[src/rtl/avalon_st_sample_fifo.sv]
// avalon_st_sample_fifo: first-word fall-through FIFO for an Avalon-ST sample stream.
// Carries SOP/EOP through storage, counts packets out and flags sink-side framing errors.
module avalon_st_sample_fifo #(
    parameter int DATA_W = 16,
    parameter int DEPTH  = 16
) (
    input  logic                     clk,
    input  logic                     rst,
    input  logic                     flush,
    input  logic                     err_clr,
    input  logic [DATA_W-1:0]        sink_data,
    input  logic                     sink_valid,
    input  logic                     sink_startofpacket,
    input  logic                     sink_endofpacket,
    output logic                     sink_ready,
    output logic [DATA_W-1:0]        source_data,
    output logic                     source_valid,
    output logic                     source_startofpacket,
    output logic                     source_endofpacket,
    input  logic                     source_ready,
    output logic [$clog2(DEPTH):0]   level,
    output logic [15:0]              pkt_count,
    output logic                     framing_err
);
    localparam int AW = $clog2(DEPTH);
    typedef enum logic {IDLE, IN_PKT} state_t;
    logic [DATA_W+1:0] mem_q [DEPTH];
    logic [AW:0]       wr_ptr_q, rd_ptr_q;
    logic [15:0]       pkt_count_q;
    logic              err_q, err_d, full, empty, wr_acc, rd_acc, frame_bad;
    state_t            state_q, state_d;
    assign empty        = wr_ptr_q == rd_ptr_q;
    assign full         = (wr_ptr_q[AW-1:0] == rd_ptr_q[AW-1:0]) && (wr_ptr_q[AW] != rd_ptr_q[AW]);
    assign sink_ready   = !full;
    assign source_valid = !empty;
    assign level        = wr_ptr_q - rd_ptr_q;
    assign pkt_count    = pkt_count_q;
    assign framing_err  = err_q;
    // Head is masked while empty so stale storage never shows on the source.
    assign {source_startofpacket, source_endofpacket, source_data} = empty ? '0 : mem_q[rd_ptr_q[AW-1:0]];
    assign wr_acc = sink_valid && !full && !flush;
    assign rd_acc = source_valid && source_ready && !flush;
    always_comb begin
        frame_bad = wr_acc && ((state_q == IN_PKT) == sink_startofpacket);
        state_d   = flush ? IDLE : wr_acc ? (sink_endofpacket ? IDLE : IN_PKT) : state_q;
        err_d     = frame_bad || (err_q && !err_clr);
    end
    always_ff @(posedge clk) begin
        if (wr_acc) mem_q[wr_ptr_q[AW-1:0]] <= {sink_startofpacket, sink_endofpacket, sink_data};
    end
    always_ff @(posedge clk) begin
        if (rst) begin
            wr_ptr_q    <= '0;
            rd_ptr_q    <= '0;
            state_q     <= IDLE;
            pkt_count_q <= '0;
            err_q       <= 1'b0;
        end else begin
            wr_ptr_q    <= flush ? '0 : wr_ptr_q + (AW+1)'(wr_acc);
            rd_ptr_q    <= flush ? '0 : rd_ptr_q + (AW+1)'(rd_acc);
            state_q     <= state_d;
            pkt_count_q <= pkt_count_q + 16'(rd_acc && source_endofpacket);
            err_q       <= err_d;
        end
    end
endmodule

[config.mk]
export PLATFORM = sky130hd
export DESIGN_NAME = avalon_st_sample_fifo
export DESIGN_NICKNAME = d
export VERILOG_FILES = /design/src/rtl/avalon_st_sample_fifo.sv
export SDC_FILE = /design/constraint.sdc
export NUM_CORES = 1
export LEC_CHECK = 0
export CORE_ASPECT_RATIO = 0.75
export CORE_MARGIN = 2
export CORE_UTILIZATION = 45
export DETAILED_ROUTE_END_ITERATION = 6
export PLACE_DENSITY = 0.71
export SLEW_MARGIN = 20
export SYNTH_ARGS = -nofsm -noshare
export SYNTH_HDL_FRONTEND = slang
export SYNTH_SLANG_ARGS = --single-unit
[constraint.sdc]
create_clock -name clk -period 6.8 [get_ports clk]
set_input_delay 1.36 -clock clk [delete_from_list [all_inputs] [get_ports clk]]
set_output_delay 1.36 -clock clk [all_outputs]
set_load 0.05 [all_outputs]
==> metrics.txt <==
status=finished clean; Sum Neg Setup Slack=0 ps; number of gates resized after cts=0; post-route ant nets=0; kind of end point of the critical path=primary output; clk root buf=clkbuf_16; first-pass GRT wire length=40.4 mm; crit path kind=register to primary output; # DRC=0; final hold violation count=0; DP HPWL=16.2 mm; most frequent cells in the layout=edfxtp_1 (288), mux4_2 (70), clkdlybuf4s50_1 (65); Yosys cell types=39; synth warn=0; nets@finish=763; total die area=29100 um2; initial core utilization=45.9%; maximum clock path buffer count=3; Port Buffers=65; gr usage total=18.9%; slew margin rel.=33.8%; WL/cell=24.4 um; setup bufs post-CTS=0; Required @ worst endpoint=5440 ps; worst vdd ir=0.205 mV; max-slew violation count=0; FF+latch count, synth=316; fin crit period=5010 ps; Worst-Skew Late Latency=550 ps; CTS H-tree depth=1; drt total wl=26.9 mm; layout cells sized above 1=23.8%; Startpoint Class=register; Yosys top cell area share=69.4%; width of the chip=196 um; Vias=6322; vias per inst=5.73; cell area after synthesis=12500 um2; Synthesized Nets=675; largest net degree at the start of global routing=42; Fmax=0.200 GHz; Worst Tran Pin Value=987 ps; post-synthesis sequential area ratio=73.9%; RePlAce Congestion=0.783; vias in the first global route=6488; IO Pins=66; clk_skew=7.61 ps; Num CTS Buffers=30; WP data arrival=3650 ps; CTS Hold Bufs=0; clock slew at reported path FFs=60 ps; post-synth top area cell=edfxtp_1; Place WS=2310 ps; LEAKAGE=4.72 nW; Final setup violation count=0; HP Class=register to register; post-route cell area=14700 um2; final hold slack=507 ps; num rows=52; Final period util=73.6%; RSZ-0062 raised after global routing=false; Post-Route Utilization=54.1%; # clock sinks=316; syn_area_per_cell=19.5 um2; core area=27100 um2; initial antenna violation count=1; area post-placement=13600 um2; CP max FO=31; CTS tree=built; Pre-antenna DRT Iters=4; Synth-to-Final Area Change=17.8%; Mapped Cells=639; DRT iter0 DRCs=518; Max-Cap Viols=0; post-route worst setup slack=1790 ps; global-route congestion overflow total=0; leading cell type in the layout, fill and taps excluded=edfxtp_1; Die Height=148 um; synth top area cells=edfxtp_1 (69%), mux4_2 (13%), dfxtp_1 (4.5%); Pwr Density=274 nW/um2
## state kept, by name (all words and copies together) (netlist names)
name	flops
mem_q	288
pkt_count	16
rd_ptr_q	5
wr_ptr_q	5
framing_err	1
state_q	1
## final timing paths
check        cells past startpoint  slack (ps)             end     startpoint
max                              5        1790  source_data[0]    rd_ptr_q[0]
min                              2         510   pkt_count[14]  pkt_count[14]
max reg2reg                     10        3150   pkt_count[15]    rd_ptr_q[0]
min reg2reg                      2         510   pkt_count[14]  pkt_count[14]
## power breakdown
group | switching (W) | total [W] | leakage (nW) | internal, W
Combinational | 0.0000634 | 0.0000982 | 1.39 | 0.0000348
Clock | 0.000693 | 0.00179 | 0.516 | 0.00110
Sequential | 0.00000278 | 0.00213 | 2.82 | 0.00212
Total | 0.000759 | 0.00402 | 4.72 | 0.00326
## metal layers
metal,global-route usage [%],share of wire (%),vias to the layer above
li1,-,-,2746
met1,26.1,43,3324
met2,31.7,49,200
met3,3.20,6.4,50
met4,4.81,1.9,2
met5,0,0.041,-
## synthesized netlist by cell type
library cell  count
dfxtp_1          28
xnor2_1           8
buf_4             2
inv_1            10
edfxtp_1        288
nand2b_1          2
inv_2             2
nor2b_1           5
mux2i_1          17
a211oi_2          1
mux4_2           70
xor2_1           13
nor3_1            4
o21ai_0           5
a21o_1            2
a21oi_1          25
buf_1             2
o22ai_1           2
clkbuf_1         14
or3_1             4
and3_1            1
nor3b_1           1
nand2_1           8
and4_1            3
o22a_1            1
mux2_2           20
mux2_1            1
buf_6             5
buf_2             8
or2_2             1
and2_1            5
nor2_1           33
a211oi_1          1
nand3b_1          1
nand3_1          11
ha_1             11
o21ai_1          18
nand4_1           5
fa_1              1
## metrics by stage
stage | std cells | total power, W
2_1_floorplan | 639 | 0.00221
3_3_place_gp | 1046 | 0.00226
3_5_place_dp | 1046 | 0.00227
4_1_cts | 1102 | 0.00404
5_1_grt | 1102 | 0.00412
6_report | 1103 | 0.00402
## kinds of logic after synthesis
kind of cell	count (synthesis)	share of synthesized area, %
flip-flops	316	73.9
AND/OR/NAND/NOR	84	3.32
multiplexers	108	15.9
buffers and inverters	43	1.74
AO/OA/AOI/OAI	55	2.38
adder cells (fa/ha/maj)	12	1.27
XOR/XNOR	21	1.48
## worst max-delay path, stage by stage (launching register included)
cell             delay, ps
dfxtp_4                630
buf_4                  590
mux4_2                 570
mux2i_1                410
a21oi_1                140
clkdlybuf4s50_1        720
## cell type report
| class | instances | area [um2] |
|---|---|---|
| Fill cell | 1964 | 12500 |
| Sequential cell | 316 | 9210 |
| Multi-Input combinational cell | 280 | 3090 |
| Timing Repair Buffer | 87 | 816 |
| Clock buffer | 37 | 798 |
| Tap cell | 351 | 439 |
| Clock inverter | 19 | 277 |
| Inverter | 12 | 45.0 |
| Antenna cell | 1 | 2.50 |
Note: power is estimated with default switching activity, not from simulation.
